### src/rtl/ram_pdp_banked_wrap.sv
// Pseudo-dual-port RAM built from single-port banks with a posted-write FIFO.
// Reads always win their bank. A write that collides with a read on the same
// bank, or that arrives while earlier writes are still pending, is posted and
// drained later from the FIFO head. Reads forward from the youngest matching
// pending entry, so a write is visible to any read issued after it is accepted.
module ram_pdp_banked_wrap #(
  parameter int DATA_WIDTH = 28,
  parameter int ADDR_WIDTH = 6,
  parameter int BANK_BIT   = 1,
  parameter int WBUF_DEPTH = 2
) (
  input  logic                  clk,
  input  logic                  rst_n,
  input  logic                  rd_en,
  input  logic [ADDR_WIDTH-1:0] rd_addr,
  output logic [DATA_WIDTH-1:0] rd_data,
  output logic                  rd_valid,
  input  logic                  wr_en,
  input  logic [ADDR_WIDTH-1:0] wr_addr,
  input  logic [DATA_WIDTH-1:0] wr_data,
  output logic                  wr_ready,
  output logic                  wbuf_empty
);

  localparam int NUM_BANKS = 1 << BANK_BIT;
  localparam int ROW_W     = ADDR_WIDTH - BANK_BIT;
  localparam int ROWS      = 1 << ROW_W;
  localparam int BW        = (BANK_BIT == 0) ? 1 : BANK_BIT;
  localparam int CW        = $clog2(WBUF_DEPTH + 1);
  localparam logic [ADDR_WIDTH-1:0] BANK_MASK = ADDR_WIDTH'(NUM_BANKS - 1);

  function automatic logic [BW-1:0] bank_of(input logic [ADDR_WIDTH-1:0] a);
    return BW'(a & BANK_MASK);
  endfunction

  function automatic logic [ROW_W-1:0] row_of(input logic [ADDR_WIDTH-1:0] a);
    return ROW_W'(a >> BANK_BIT);
  endfunction

  // Posted-write FIFO, stored as a shift register: index 0 is the head (oldest).
  logic [ADDR_WIDTH-1:0] buf_addr [WBUF_DEPTH];
  logic [DATA_WIDTH-1:0] buf_data [WBUF_DEPTH];
  logic [CW-1:0]         count;

  logic [ADDR_WIDTH-1:0] nxt_addr [WBUF_DEPTH];
  logic [DATA_WIDTH-1:0] nxt_data [WBUF_DEPTH];
  logic [CW-1:0]         nxt_count;
  logic [CW-1:0]         enq_idx;

  logic [BW-1:0]         rd_bank;
  logic [ROW_W-1:0]      rd_row;
  logic                  wr_acc;
  logic                  direct;
  logic                  enq;
  logic                  drain;
  logic                  fwd_hit;
  logic [DATA_WIDTH-1:0] fwd_data;

  logic                  mem_we;
  logic [BW-1:0]         mem_bank;
  logic [ROW_W-1:0]      mem_row;
  logic [DATA_WIDTH-1:0] mem_wdata;
  logic [DATA_WIDTH-1:0] bank_rdata [NUM_BANKS];

  assign wr_ready   = (count < CW'(WBUF_DEPTH));
  assign wbuf_empty = (count == '0);
  assign rd_bank    = bank_of(rd_addr);
  assign rd_row     = row_of(rd_addr);

  // Write routing, drain decision, forwarding lookup and FIFO next state.
  always_comb begin
    wr_acc    = wr_en && wr_ready;
    direct    = wr_acc && (count == '0) && !(rd_en && (bank_of(wr_addr) == rd_bank));
    enq       = wr_acc && !direct;
    drain     = (count != '0) && !(rd_en && (bank_of(buf_addr[0]) == rd_bank));

    mem_we    = direct || drain;
    mem_bank  = direct ? bank_of(wr_addr) : bank_of(buf_addr[0]);
    mem_row   = direct ? row_of(wr_addr)  : row_of(buf_addr[0]);
    mem_wdata = direct ? wr_data          : buf_data[0];

    // Later entries override earlier ones, so the youngest match wins.
    fwd_hit  = 1'b0;
    fwd_data = '0;
    for (int i = 0; i < WBUF_DEPTH; i++) begin
      if ((CW'(i) < count) && (buf_addr[i] == rd_addr)) begin
        fwd_hit  = 1'b1;
        fwd_data = buf_data[i];
      end
    end

    nxt_addr = buf_addr;
    nxt_data = buf_data;
    if (drain) begin
      for (int i = 0; i < WBUF_DEPTH - 1; i++) begin
        nxt_addr[i] = buf_addr[i+1];
        nxt_data[i] = buf_data[i+1];
      end
    end
    enq_idx = count - CW'(drain);
    if (enq) begin
      for (int i = 0; i < WBUF_DEPTH; i++) begin
        if (CW'(i) == enq_idx) begin
          nxt_addr[i] = wr_addr;
          nxt_data[i] = wr_data;
        end
      end
    end
    nxt_count = count + CW'(enq) - CW'(drain);
  end

  // FIFO state; reset discards anything still pending.
  always_ff @(posedge clk or negedge rst_n) begin
    if (!rst_n) begin
      count <= '0;
      for (int i = 0; i < WBUF_DEPTH; i++) begin
        buf_addr[i] <= '0;
        buf_data[i] <= '0;
      end
    end else begin
      count    <= nxt_count;
      buf_addr <= nxt_addr;
      buf_data <= nxt_data;
    end
  end

  for (genvar b = 0; b < NUM_BANKS; b++) begin : g_bank
    logic [DATA_WIDTH-1:0] arr [ROWS];

    // Single-port bank write; the routing above never targets a bank being read.
    always_ff @(posedge clk) begin
      if (mem_we && (mem_bank == BW'(b))) begin
        arr[mem_row] <= mem_wdata;
      end
    end

    assign bank_rdata[b] = arr[rd_row];
  end

  // Registered read: pending data beats array contents; held while idle.
  always_ff @(posedge clk or negedge rst_n) begin
    if (!rst_n) begin
      rd_data  <= '0;
      rd_valid <= 1'b0;
    end else begin
      rd_valid <= rd_en;
      if (rd_en) begin
        rd_data <= fwd_hit ? fwd_data : bank_rdata[rd_bank];
      end
    end
  end

endmodule

### config.mk
export PLATFORM = sky130hd
export DESIGN_NAME = ram_pdp_banked_wrap
export DESIGN_NICKNAME = d
export VERILOG_FILES = /design/src/rtl/ram_pdp_banked_wrap.sv
export SDC_FILE = /design/constraint.sdc
export NUM_CORES = 2
export LEC_CHECK = 0
export CAP_MARGIN = 20
export CORE_UTILIZATION = 45
export DETAILED_ROUTE_END_ITERATION = 16
export PLACE_DENSITY_LB_ADDON = 0.12
export SYNTH_ARGS = -nofsm -noshare
export SYNTH_HDL_FRONTEND = slang
export SYNTH_SLANG_ARGS = --single-unit
### constraint.sdc
create_clock -name clk -period 3.96 [get_ports clk]
set_clock_uncertainty 0.1 [all_clocks]
set_input_delay 0.792 -clock clk [delete_from_list [all_inputs] [get_ports clk]]
set_output_delay 0.792 -clock clk [all_outputs]
set_load 0.01 [all_outputs]
======== Yosys cells after proc, flatten, opt, wreduce, memory -nomap -nowiden ========
Memories as Yosys holds them, arrays and structs flattened.
Index checks and enable logic that the tools add are counted.
cells by class
  magnitude comparators ................... 4
  equal/unequal tests ..................... 5
  divide/modulo/power cells ............... 0
  reductions and logical operators ........ 19
  $mul .................................... 0
  $add $sub $neg .......................... 3
  shift operators ......................... 0
  multiplexer cells ....................... 23
  bitwise logic cells ..................... 2
operators with widths
  kind                number
  $mux 28             10
  $mux 56             1
  $mux 6              3
  $eq 6x6->1          2
  $mux 12             1
  $logic_and 1x1->1   11
  $mux 1              7
  $mux 5              1
  $logic_not 2->1     2
  $lt 1x2->1 const A  2
  $sub 2x1->2         2
  $logic_not 1->1     3
  $add 2x1->2         1
  $eq 1x1->1          2
  $eq 1x2->1 const A  1
  $ge 2x2->1 const B  1
  $lt 2x2->1 const B  1
  $not 1->2           1
  $reduce_and 2->1    1
  $reduce_bool 2->1   1
  $logic_or 1x1->1    1
  $not 1->1           1
word-level totals
  bits in latches ......................... 0
  memories kept ........................... 2
  bits in registers ....................... 99
  input port bits ......................... 44
  memory bits (writable) .................. 1792
  logic and storage cells ................. 65
  ROM bits ................................ 0
memories
  name           words  bits a word  rd ports  clocked after memory_dff  write ports  RTL line  text
  g_bank[0].arr  32     28           1         0                         1            128       logic [DATA_WIDTH-1:0] arr [ROWS];
  g_bank[1].arr  32     28           1         0                         1            128

======== Depth between registers and ports, before layout ========
  word-level depth ........................ 9
  mapped depth ............................ 12
  depth with buffers taken out ............ 6

======== Least setup slack after synthesis ========
Ideal clock, no wire load.
  path type ............................... input-to-reg
  start point ............................. input rd_addr[0]
  end point ............................... memory g_bank[0].arr[0][0] (enable)
  stages on the path ...................... 7
  data arrival time ....................... 3.583 ns
  data required time ...................... 3.447 ns
  library setup time ...................... 0.413 ns
  path buffers ............................ 2
  setup slack ............................. -0.136 ns
  path through ............................ buf_2 -> xnor2_1 -> a2111oi_4 -> buf_4 -> mux2i_1 -> nand3_1 -> nor2_1
on the way
  cells in the longest elaborated chain, start to end .. 9
  elaborated cells on any way between the ends .. 15
  classes of those cells .................. eq/ne (2); mux (4); bitwise (1); reduce/logical (8)
RTL lines
  what                          RTL line  text
  start, declared               15        input logic [ADDR_WIDTH-1:0] rd_addr,
  $eq 1x1->1                    73        direct = wr_acc && (count == '0) && !(rd_en && (bank_of(wr_addr) == rd_bank));
  $logic_and 1x1->1             73
  $logic_not 1->1               73
  $logic_and 1x1->1             73
  $mux 1                        78        mem_bank = direct ? bank_of(wr_addr) : bank_of(buf_addr[0]);
  $not 1->1                     132       if (mem_we && (mem_bank == BW'(b))) begin
  $logic_and 1x1->1             132
  $mux 1                        132
  $mux 1 (not written as such)  133       arr[mem_row] <= mem_wdata;
  end, declared                 128
Parallel ways exist; a longest one is shown, timed or not.

======== Worst setup path after layout ========
  start point ............................. register count[1]
  end point ............................... output wbuf_empty
on the way
  cells in the longest elaborated chain, start to end .. 1
RTL lines
  what                    RTL line  text
  start, declared         43        logic [CW-1:0] count;
  start signal, assigned  121       count <= nxt_count;
  $logic_not 2->1         66        assign wbuf_empty = (count == '0);
  end, declared           22        output logic wbuf_empty
No other way between the ends.

==> metrics.cfg <==
[status]
status = finished clean

[critical_path]
startpoint = count[1]$_DFF_PN0_
worst-r2r-setup-slack_ps = 600
cp_max_fo = 7
crit_required_ps = 3070
critPathKind = register to output pin
r2r_cells = 8
cp-end-kind = output pin
crit_path_start_kind = register
cp_slowest_cell = nor2_1
worstPathArrival_ps = 2980
worst_r2r_startpoint = count[1]$_DFF_PN0_
slowest_delay_ps = 920
crit_chain = nor2_1 > clkdlybuf4s50_1

[floorplanning]
start_util = 0.4540
core.rowCount = 148
die-area_um2 = 166000
die_h_um = 407.5
boundaryPins = 75
die_w_um = 407.5
coreArea_um2 = 163000

[detailed_routing]
vias_per_cell = 6.025
drc_errors = 0
drt-initial-drc-count = 4945
dr_wl_met3_mm = 19.88
first_pass_iters = 6
wl_met2_mm = 92.72
wl_met1_mm = 88.37
ant_nets = 0
top_layer = met5
routedWlPerCell_um = 33.10
wirelength_mm = 206.0
vias = 37500

[yosys]
synth_top_area_share = 0.7274
synthDistinctLibCells = 57
synthCells = 3475
ys_async_sr_fraction = 0.05235
synth_edf_count = 1792
syn_avg_cell_area_um2 = 21.29
synthTopCellsByArea = edfxtp_1 73%, mux4_2 13%, dfrtp_1 3.3%
yosysTopAreaCell = edfxtp_1
syn-num-nets = 3520
ys_seq_area_frac = 0.7609
synthMostInstantiatedCell = edfxtp_1
yosys-top-cells-count = 1792 x edfxtp_1, 419 x mux4_2, 227 x mux2i_1
yosysWarnings = 0
synth_area_um2 = 73980
synth_flop_cell = edfxtp_1
ys_ff_latch = 1891

[final_layout]
final_nets = 3932
area_growth_pct = 18.26
drive_above_1_share = 0.3085

[place]
place.gp.congestion = 0.8483
hpwl_mm = 130.8
pre_cts_slack_ps = -266.6
port_buffers = 74

[grt]
grt_pass1_wl_mm = 290.2
grt_pass1_vias = 37650
grt.overflow.total = 0
grt_max_degree = 74
gr-usage-all-layers = 0.2493
antenna_found_initial = 22

[cts]
cts.path.max_buffers = 3
clockRootBuffer = clkbuf_16
clock_sinks = 1891
numCtsBuffers = 188
cts_htree_levels = 4
path_clk_slew_ps = 70
post-cts-setup-buffers = 0
cts_resized = 0
cts_tree = built
clock_latency_ps = 830
hold_buffers = 0

[sta]
setup_ws_ps = 89.13
rsz0062_at_grt = false
fmax_ghz = 0.2583
finalMaxSlewViolations = 0
worst_pin_slew_ps = 1138
min_period_over_period = 0.9775
period_minus_slack_ps = 3871
max-slew-margin-rel = 0.2387
hold_violations = 0
setup_violations = 0
finalSetupTns_ps = 0

[power]
power_density_nw_per_um2 = 650.1
ir_drop_uv = 624.6
p_leak_uw = 0.02855

[min_path]
hp-class = input pin to async pin

[job]
maxCapViolCount = 0

worst max-delay path: cells and delay by family, from the launching register on:
family        cells  cell delay (ps)
buf+inv           1              710
simple gates      1              920
flops             1              520
state kept, by name, indices dropped and copies added (netlist names):
register / flops
rd_valid: 1
buf_addr: 12
rd_data: 28
buf_data: 56
g_bank.arr: 1792
count: 2
routing by layer:
layer  vias to the layer above  global-route usage
li1                      15350                   -
met4                         2             0.06683
met1                     20090              0.3741
met3                       271             0.05867
met5                         -                   0
met2                      1782              0.3665
power by group:
part / switching [uW] / internal, uW / total, uW
clock: 7510 / 10600 / 18200
combinational: 8030 / 3390 / 11400
sequential: 646 / 26600 / 27300
total: 16200 / 40700 / 56900
final timing paths:
kind	end
min in group clk	buf_data[3]$_DFFE_PN0P_
min	rd_data[15]$_DFFE_PN0P_
max	wbuf_empty
min reg2reg	buf_data[3]$_DFFE_PN0P_
max in group asynchronous	rd_data[2]$_DFFE_PN0P_
max reg2reg	g_bank[1].arr[21][1]$_DFFE_PP_
layout make-up:
cell class                      instances  area [um^2]
Antenna cell                            2        5.005
Clock buffer                          230         4990
Clock inverter                        119         1281
Fill cell                           12380        75470
Inverter                                6        22.52
Multi-Input combinational cell       1383        16970
Sequential cell                      1891        56290
Tap cell                             2175         2721
Timing Repair Buffer                  417         5213
cells by family (layout without fill, tap and decap cells):
family | after synthesis | after routing | synth area share
AO/OA/AOI/OAI | 247 | 247 | 0.02307
adder cells (fa/ha/maj) | 1 | 1 | 0.0001691
flip-flops | 1891 | 1891 | 0.7609
XOR/XNOR | 15 | 15 | 0.001776
multiplexers | 758 | 758 | 0.1753
AND/OR/NAND/NOR | 362 | 362 | 0.02268
buffers and inverters | 201 | 772 | 0.01608
other | 0 | 2 | 0
layout by cell type, fill, tap and decap left out, types with 5 or more instances in the layout:
| cell | n |
|---|---|
| a22oi_1 | 49 |
| clkinv_2 | 48 |
| edfxtp_1 | 1792 |
| o22ai_1 | 73 |
| mux4_2 | 419 |
| nand2b_1 | 20 |
| bufinv_16 | 26 |
| and3_1 | 19 |
| clkinvlp_4 | 6 |
| xnor2_1 | 12 |
| clkbuf_16 | 194 |
| inv_6 | 6 |
| mux2i_1 | 227 |
| clkbuf_1 | 36 |
| nand3_1 | 58 |
| buf_4 | 196 |
| a221oi_2 | 6 |
| nand4_1 | 7 |
| a21oi_1 | 59 |
| o21ai_0 | 9 |
| nand2_1 | 61 |
| dfrtp_1 | 99 |
| nor2b_1 | 6 |
| nor2_4 | 59 |
| nor2_1 | 96 |
| nor2_2 | 7 |
| inv_1 | 5 |
| buf_12 | 147 |
| mux2_2 | 112 |
| clkinv_1 | 29 |
| clkdlybuf4s50_1 | 66 |
| a221oi_1 | 21 |
per-stage QoR:
| step | utilization | area (um^2) | cells | hold slack (ps) | total power, uW |
|---|---|---|---|---|---|
| after floorplan | - | 73980 | 3475 | 396.4 | 32220 |
| after global placement | 0.4977 | 81110 | 5868 | 412.4 | 38620 |
| after detailed placement | 0.4984 | 81210 | 5872 | 426.2 | 39200 |
| after CTS | 0.5368 | 87480 | 6221 | 11.29 | 57240 |
| after global routing | 0.5368 | 87480 | 6221 | 82.62 | 58530 |
| final | 0.5369 | 87490 | 6223 | 47.25 | 56870 |
Note: power is estimated with default switching activity, not from simulation.
